`src/rtl/uart_pkg.sv`:
```
// Shared types and constants for the UART rx->tx elastic buffer.
package uart_pkg;

  localparam int UART_DATA_W     = 8;
  localparam int UART_FIFO_DEPTH = 16;
  localparam int UART_TIMEOUT    = 4;

  typedef enum logic [1:0] {
    IDLE      = 2'd0,
    WAIT_BUSY = 2'd1,
    WAIT_DONE = 2'd2
  } drain_state_t;

endpackage

```
`src/rtl/uart_rx_tx_fifo_if.sv`:
```
// Receiver/transmitter-side signal bundle of the elastic buffer.
// fifo_level exists only when UART_FIFO_LEVEL_EN is defined.
interface uart_rx_tx_fifo_if
  import uart_pkg::*;
#(
  parameter int DATA_W = UART_DATA_W,
  parameter int DEPTH  = UART_FIFO_DEPTH
) ();

  localparam int CNT_W = $clog2(DEPTH) + 1;

  logic [DATA_W-1:0] rx_data;
  logic              rx_valid;
  logic              drain_en;
  logic              tx_ready;
  logic              ovf_clr;
  logic [DATA_W-1:0] tx_data;
  logic              tx_start;
  logic              fifo_empty;
  logic              fifo_full;
  logic              overflow;
`ifdef UART_FIFO_LEVEL_EN
  logic [CNT_W-1:0]  fifo_level;

  modport master (
    output rx_data, rx_valid, drain_en, tx_ready, ovf_clr,
    input  tx_data, tx_start, fifo_empty, fifo_full, overflow, fifo_level
  );
  modport slave (
    input  rx_data, rx_valid, drain_en, tx_ready, ovf_clr,
    output tx_data, tx_start, fifo_empty, fifo_full, overflow, fifo_level
  );
`else
  modport master (
    output rx_data, rx_valid, drain_en, tx_ready, ovf_clr,
    input  tx_data, tx_start, fifo_empty, fifo_full, overflow
  );
  modport slave (
    input  rx_data, rx_valid, drain_en, tx_ready, ovf_clr,
    output tx_data, tx_start, fifo_empty, fifo_full, overflow
  );
`endif

endinterface

```
`src/rtl/uart_sync_fifo.sv`:
```
// Synchronous FIFO storage with wrap-bit pointers; head is read combinationally.
// level_o exists only when UART_FIFO_LEVEL_EN is defined.
module uart_sync_fifo #(
  parameter int DEPTH  = 16,
  parameter int DATA_W = 8
) (
  input  logic                     clk_i,
  input  logic                     rst_ni,
  input  logic                     push_i,
  input  logic [DATA_W-1:0]        push_dat_i,
  input  logic                     pop_i,
  output logic [DATA_W-1:0]        head_dat_o,
  output logic                     empty_o,
  output logic                     full_o
`ifdef UART_FIFO_LEVEL_EN
  ,
  output logic [$clog2(DEPTH):0]   level_o
`endif
);

  localparam int AW = $clog2(DEPTH);

  logic [DATA_W-1:0] mem_q [DEPTH];
  logic [AW:0]       wr_ptr_q, wr_ptr_d;
  logic [AW:0]       rd_ptr_q, rd_ptr_d;

  assign wr_ptr_d = push_i ? wr_ptr_q + 1'b1 : wr_ptr_q;
  assign rd_ptr_d = pop_i  ? rd_ptr_q + 1'b1 : rd_ptr_q;

  always_ff @(posedge clk_i or negedge rst_ni) begin
    if (!rst_ni) begin
      wr_ptr_q <= '0;
      rd_ptr_q <= '0;
    end else begin
      wr_ptr_q <= wr_ptr_d;
      rd_ptr_q <= rd_ptr_d;
    end
  end

  // Storage needs no reset: pointers alone define which entries are live.
  always_ff @(posedge clk_i) begin
    if (push_i) begin
      mem_q[wr_ptr_q[AW-1:0]] <= push_dat_i;
    end
  end

  assign head_dat_o = mem_q[rd_ptr_q[AW-1:0]];
  assign empty_o    = (wr_ptr_q == rd_ptr_q);
  assign full_o     = (wr_ptr_q[AW] != rd_ptr_q[AW]) &&
                      (wr_ptr_q[AW-1:0] == rd_ptr_q[AW-1:0]);

`ifdef UART_FIFO_LEVEL_EN
  assign level_o = wr_ptr_q - rd_ptr_q;
`endif

endmodule

```
`src/rtl/uart_rx_tx_fifo.sv`:
```
// Elastic byte buffer from UART receiver to transmitter; paces tx_start against tx_ready.
// Push-to-start latency 2 cycles; drops pushes only when full (sticky overflow). Optional UART_FIFO_LEVEL_EN.
module uart_rx_tx_fifo
  import uart_pkg::*;
#(
  parameter int DEPTH  = UART_FIFO_DEPTH,
  parameter int DATA_W = UART_DATA_W
) (
  input  logic             clk_int,
  input  logic             uart_reset,
  uart_rx_tx_fifo_if.slave bus
);

  localparam int TMO_W = $clog2(UART_TIMEOUT);
  localparam logic [TMO_W-1:0] TMO_LAST = TMO_W'(UART_TIMEOUT - 1);

  drain_state_t      state_q, state_d;
  logic [TMO_W-1:0]  tmo_q, tmo_d;
  logic [DATA_W-1:0] tx_data_q, tx_data_d;
  logic              tx_start_q, tx_start_d;
  logic              ovf_q, ovf_d;

  logic              push, pop, drop;
  logic              empty, full;
  logic [DATA_W-1:0] head;

  // A full buffer still accepts a byte when the head leaves in the same cycle.
  assign push = bus.rx_valid && (!full || pop);
  assign drop = bus.rx_valid && full && !pop;

  uart_sync_fifo #(
    .DEPTH  (DEPTH),
    .DATA_W (DATA_W)
  ) u_fifo (
    .clk_i      (clk_int),
    .rst_ni     (uart_reset),
    .push_i     (push),
    .push_dat_i (bus.rx_data),
    .pop_i      (pop),
    .head_dat_o (head),
    .empty_o    (empty),
    .full_o     (full)
`ifdef UART_FIFO_LEVEL_EN
    ,
    .level_o    (bus.fifo_level)
`endif
  );

  always_comb begin
    state_d    = state_q;
    tmo_d      = '0;
    pop        = 1'b0;
    tx_start_d = 1'b0;
    tx_data_d  = tx_data_q;
    case (state_q)
      IDLE: begin
        if (bus.drain_en && !empty && bus.tx_ready) begin
          pop        = 1'b1;
          tx_data_d  = head;
          tx_start_d = 1'b1;
          state_d    = WAIT_BUSY;
        end
      end
      WAIT_BUSY: begin
        // Timeout covers a transmitter that never visibly drops ready.
        if (!bus.tx_ready || tmo_q == TMO_LAST) begin
          state_d = WAIT_DONE;
        end else begin
          tmo_d = tmo_q + 1'b1;
        end
      end
      WAIT_DONE: begin
        if (bus.tx_ready) begin
          state_d = IDLE;
        end
      end
      default: state_d = IDLE;
    endcase
  end

  assign ovf_d = drop ? 1'b1 : (bus.ovf_clr ? 1'b0 : ovf_q);

  always_ff @(posedge clk_int or negedge uart_reset) begin
    if (!uart_reset) begin
      state_q    <= IDLE;
      tmo_q      <= '0;
      tx_data_q  <= '0;
      tx_start_q <= 1'b0;
      ovf_q      <= 1'b0;
    end else begin
      state_q    <= state_d;
      tmo_q      <= tmo_d;
      tx_data_q  <= tx_data_d;
      tx_start_q <= tx_start_d;
      ovf_q      <= ovf_d;
    end
  end

  assign bus.tx_data    = tx_data_q;
  assign bus.tx_start   = tx_start_q;
  assign bus.fifo_empty = empty;
  assign bus.fifo_full  = full;
  assign bus.overflow   = ovf_q;

endmodule
```
`src/flat_wrapper.sv`:
```
// flat-port wrapper written by rule: the top's interface ports become plain ports
module uart_rx_tx_fifo_flat import uart_pkg::*;
#(
  parameter int DEPTH  = UART_FIFO_DEPTH,
  parameter int DATA_W = UART_DATA_W
)
  (clk_int, uart_reset, bus_rx_data, bus_rx_valid, bus_drain_en, bus_tx_ready, bus_ovf_clr, bus_tx_data, bus_tx_start, bus_fifo_empty, bus_fifo_full, bus_overflow);
  uart_rx_tx_fifo_if #(.DATA_W(DATA_W), .DEPTH(DEPTH)) bus_i ();
  input  logic clk_int;
  input  logic uart_reset;
  input wire logic [$bits(bus_i.rx_data)-1:0] bus_rx_data;
  input wire logic [$bits(bus_i.rx_valid)-1:0] bus_rx_valid;
  input wire logic [$bits(bus_i.drain_en)-1:0] bus_drain_en;
  input wire logic [$bits(bus_i.tx_ready)-1:0] bus_tx_ready;
  input wire logic [$bits(bus_i.ovf_clr)-1:0] bus_ovf_clr;
  output wire logic [$bits(bus_i.tx_data)-1:0] bus_tx_data;
  output wire logic [$bits(bus_i.tx_start)-1:0] bus_tx_start;
  output wire logic [$bits(bus_i.fifo_empty)-1:0] bus_fifo_empty;
  output wire logic [$bits(bus_i.fifo_full)-1:0] bus_fifo_full;
  output wire logic [$bits(bus_i.overflow)-1:0] bus_overflow;
  assign bus_i.rx_data = bus_rx_data;
  assign bus_i.rx_valid = bus_rx_valid;
  assign bus_i.drain_en = bus_drain_en;
  assign bus_i.tx_ready = bus_tx_ready;
  assign bus_i.ovf_clr = bus_ovf_clr;
  assign bus_tx_data = bus_i.tx_data;
  assign bus_tx_start = bus_i.tx_start;
  assign bus_fifo_empty = bus_i.fifo_empty;
  assign bus_fifo_full = bus_i.fifo_full;
  assign bus_overflow = bus_i.overflow;
  uart_rx_tx_fifo #(.DEPTH(DEPTH), .DATA_W(DATA_W)) u_core (.clk_int(clk_int), .uart_reset(uart_reset), .bus(bus_i));
endmodule
```
`config.mk`:
```
export PLATFORM = sky130hd
export DESIGN_NAME = uart_rx_tx_fifo_flat
export DESIGN_NICKNAME = d
export VERILOG_FILES = /design/src/rtl/uart_pkg.sv /design/src/rtl/uart_rx_tx_fifo_if.sv /design/src/rtl/uart_sync_fifo.sv /design/src/rtl/uart_rx_tx_fifo.sv /design/src/flat_wrapper.sv
export SDC_FILE = /design/constraint.sdc
export NUM_CORES = 1
export LEC_CHECK = 0
export BUFFER_PORTS_ARGS = -buffer_cell sky130_fd_sc_hd__buf_2
export CORE_MARGIN = 2
export CORE_UTILIZATION = 50
export DETAILED_ROUTE_END_ITERATION = 12
export HOLD_SLACK_MARGIN = 0.05
export PLACE_DENSITY = 0.69
export REMOVE_ABC_BUFFERS = 1
export SETUP_SLACK_MARGIN = 0.15
export SYNTH_ARGS = -nofsm -noshare
export SYNTH_HDL_FRONTEND = slang
export SYNTH_SLANG_ARGS = --single-unit
```
`constraint.sdc`:
```
create_clock -name clk_int -period 2 [get_ports clk_int]
set_input_delay 0.1 -clock clk_int [delete_from_list [all_inputs] [get_ports clk_int]]
set_output_delay 0.1 -clock clk_int [all_outputs]
set_load 0.05 [all_outputs]
```
==> impl_metrics.yaml <==
outcome:
  outcome: "finished, final reports clean"
worst_setup_path:
  r2r-end: "u_core.bus.tx_data[0]$_DFFE_PN0P_"
  regToRegSetupSlack_ns: 0.02
  cpPeakStageDelay_ns: 0.54
  cp-start-kind: "flip-flop"
  worstPathArrival_ns: 2.28
  r2r-start: "u_core.u_fifo.rd_ptr_q[0]$_DFFE_PN0P_"
  cp_max_fo: 13
  worstPathRequired_ns: 2.30
  crit_path_top_delay_cell: "mux4_1"
  path_cells: "buf_12 > buf_4 > mux4_1 > a22oi_1 > nand2_1 > mux2_2"
  criticalPathCategory: "reg2reg"
  crit_path_start: "u_core.u_fifo.rd_ptr_q[0]$_DFFE_PN0P_"
  r2r_cells: 6
  worstSetupEndpointType: "flip-flop"
timing:
  min_period_ns: 1.98
  fin_setup_tns_ns: 0
  tightest_slew_ns: 0.596
  setup_violations: 0
  timing.fmax_ghz: 0.505
  rsz0062_at_grt: "yes"
  maxSlewHeadroom: 0.603
  fin_crit_sh: 0.990
  finalHoldViolCount: 0
  fin_skew_ns: 0.00637
  worst_slack_ns: 0.0205
  drv_slew: 0
grt:
  grt_max_degree: 25
  grt_pass1_vias: 3218
  grt_overflow: 0
  grt_util_all_layers: 0.211
  grt_pass1_wl_um: 19100
  antenna_found_initial: 0
cells_and_area:
  regArea_um2: 4450
  layout-drive-gt1-share: 0.415
  syn_to_final_growth_pct: 23.4
  nNetsFinal: 405
  diodes: 0
  multi_input_area_um2: 1570
  finalNonFillerCells: 545
  fillers: 811
logic_synthesis:
  synth_edf_count: 128
  synth.cells.most_frequent: "edfxtp_1 (128), mux4_2 (28), dfrtp_1 (24), a22oi_1 (16), and3_1 (15)"
  ys.warnings.count: 0
  syn_inst: 309
  syn_area_um2: 6080
  synth_largest_area_cell: "edfxtp_1"
  avgSynthCellArea_um2: 19.7
  ys_types: 34
  seq_area_frac_synth: 0.731
  ys.flop_type: "edfxtp_1"
  ys_async_sr_fraction: 0.158
  synth.ff_latch_count: 152
  synth_area_leaders: "edfxtp_1 (63%), mux4_2 (10%), dfrtp_1 (9.9%)"
  synth.most_common_cell: "edfxtp_1"
  synth_top_area_frac: 0.632
pwr:
  leakage_nw: 2.75
  max-vdd-ir-drop_v: 0.00112
  power_density_nw_per_um2: 1580
routing:
  ant_nets: 0
  wire_per_inst_um: 22.9
  vias: 3104
  drtIter0Drc: 278
  route.detailed.drc: 0
  dr.pass1.iters: 4
  viasPerCell: 5.70
  routed_wl_um: 12500
cts:
  cts_tree: "built"
  cts_sinks: 152
  root_buffer: "clkbuf_16"
  insertion_delay_ns: 0.42
  clock_path_buffers: 2
  clk_pin_slew_worst_paths_ns: 0.06
  numCtsBuffers: 17
  htreeDepth: 4
place:
  post-place-ws_ns: -0.128
  post-place-cells: 495
  dp_hpwl_um: 7430
  globalplace.congestion: 0.774
  io_buffer_count: 25
die:
  die_x_um: 114
  core_um2: 12000
  die_y_um: 114
  initial_utilization: 0.509
  dieArea_um2: 13100
  rows: 40
  io_pins: 26
min_path:
  min_path_cells: 1
  holdPathEnd: "u_core.u_fifo.mem_q[14][7]$_DFFE_PP_"
  worstHoldPathType: "in2reg"
  min-delay-start: "bus_rx_data[7]"
flow_run:
  cap_violations: 0
area by class of cell:
cell class,instances,share of cell area
clock buffers,20,0.0608
clock inverters,12,0.0263
inverters,6,0.00300
multi-input cells,136,0.209
flip-flops and latches,152,0.592
well taps,147,0.0245
repair buffers,72,0.0840
critical path: cells and delay by family (launching register included):
kind / cells / cell delay (ns)
compound gates: 1 / 0.20
mux: 2 / 0.81
flops: 1 / 0.41
simple gates: 1 / 0.13
buf+inv: 2 / 0.31
stage by stage:
| stage | hold WS, ns | util | total power [mW] | cell area (um^2) |
|---|---|---|---|---|
| 6_report | 0.0694 | 0.628 | 11.9 | 7510 |
| 5_1_grt | 0.0677 | 0.628 | 12.4 | 7510 |
| 4_1_cts | 0.0562 | 0.623 | 11.8 | 7450 |
| 3_5_place_dp | 0.139 | 0.547 | 7.76 | 6540 |
| 3_3_place_gp | 0.132 | 0.547 | 7.69 | 6540 |
| 2_1_floorplan | -0.196 | - | 6.44 | 5970 |
per-layer routing:
metal	share of wire	up-vias	track usage
met5	0	-	0
met4	0.021	0	0.0829
met3	0.040	20	0.0561
met2	0.50	74	0.329
met1	0.44	1614	0.287
li1	-	1396	-
placed cells by master (no fill, tap or decap), drive strengths merged:
cell type	count
xnor2	12
edfxtp	128
ha	6
mux2	10
o211ai	4
nand3b	1
nor3	2
inv	6
and3	15
nand2	12
nor2	6
buf	67
dfrtp	24
clkinvlp	2
bufbuf	1
clkbuf	20
o2111ai	2
clkinv	5
nor2b	7
and2	3
nand4bb	1
dlygate4sd3	4
o21a	1
a22oi	16
o21ai	2
a32o	1
mux4	32
nand2b	1
bufinv	5
nand4	1
xor2	1
flip-flops by register name, indices dropped and copies added (netlist names):
register and count:
u_core.bus.tx_start 1, u_core.u_fifo.rd_ptr_q 5, u_core.bus.tx_data 8, u_core.u_fifo.wr_ptr_q 5, u_core.tmo_q 2, u_core.bus.overflow 1
u_core.u_fifo.mem_q 128, u_core.state_q 2
worst max-delay path by stage:
stage	endpoint	depth (start not counted)
floorplan	u_core.u_fifo.mem_q[3][0]$_DFFE_PP_	4
finish	u_core.bus.tx_data[0]$_DFFE_PN0P_	6
global route	u_core.bus.tx_data[6]$_DFFE_PN0P_	6
CTS	u_core.bus.tx_data[0]$_DFFE_PN0P_	6
global placement	u_core.bus.tx_data[6]$_DFFE_PN0P_	6
detailed placement	u_core.bus.tx_data[6]$_DFFE_PN0P_	6
cells by family (layout without fill, tap and decap cells):
group	count (synthesis)	in the layout	synth area share
muxes	42	42	0.139
adders and majority gates	6	6	0.0123
DFF	152	152	0.731
AOI/OAI and AO/OA	26	26	0.0327
xor gates and xnor gates	13	13	0.0187
buffers and inverters	21	110	0.0216
and+or+nand+nor	49	49	0.0446
power breakdown:
group          leakage [nW]  switching [mW]  total (mW)  internal [mW]
clock                 0.316            1.22        3.50           2.28
combinational         0.981            2.18        4.24           2.06
sequential             1.45           0.206        4.13           3.93
repair_timing:
item	4_1_cts	5_1_grt
setup endpoints to repair	122	131
pin swaps	3	3
gates resized for setup	29	8
hold buffers	4	0
setup buffers	6	5
cloned	3	0
hold endpoints to repair	27	0
No activity file was read; power rests on OpenSTA's default activity.
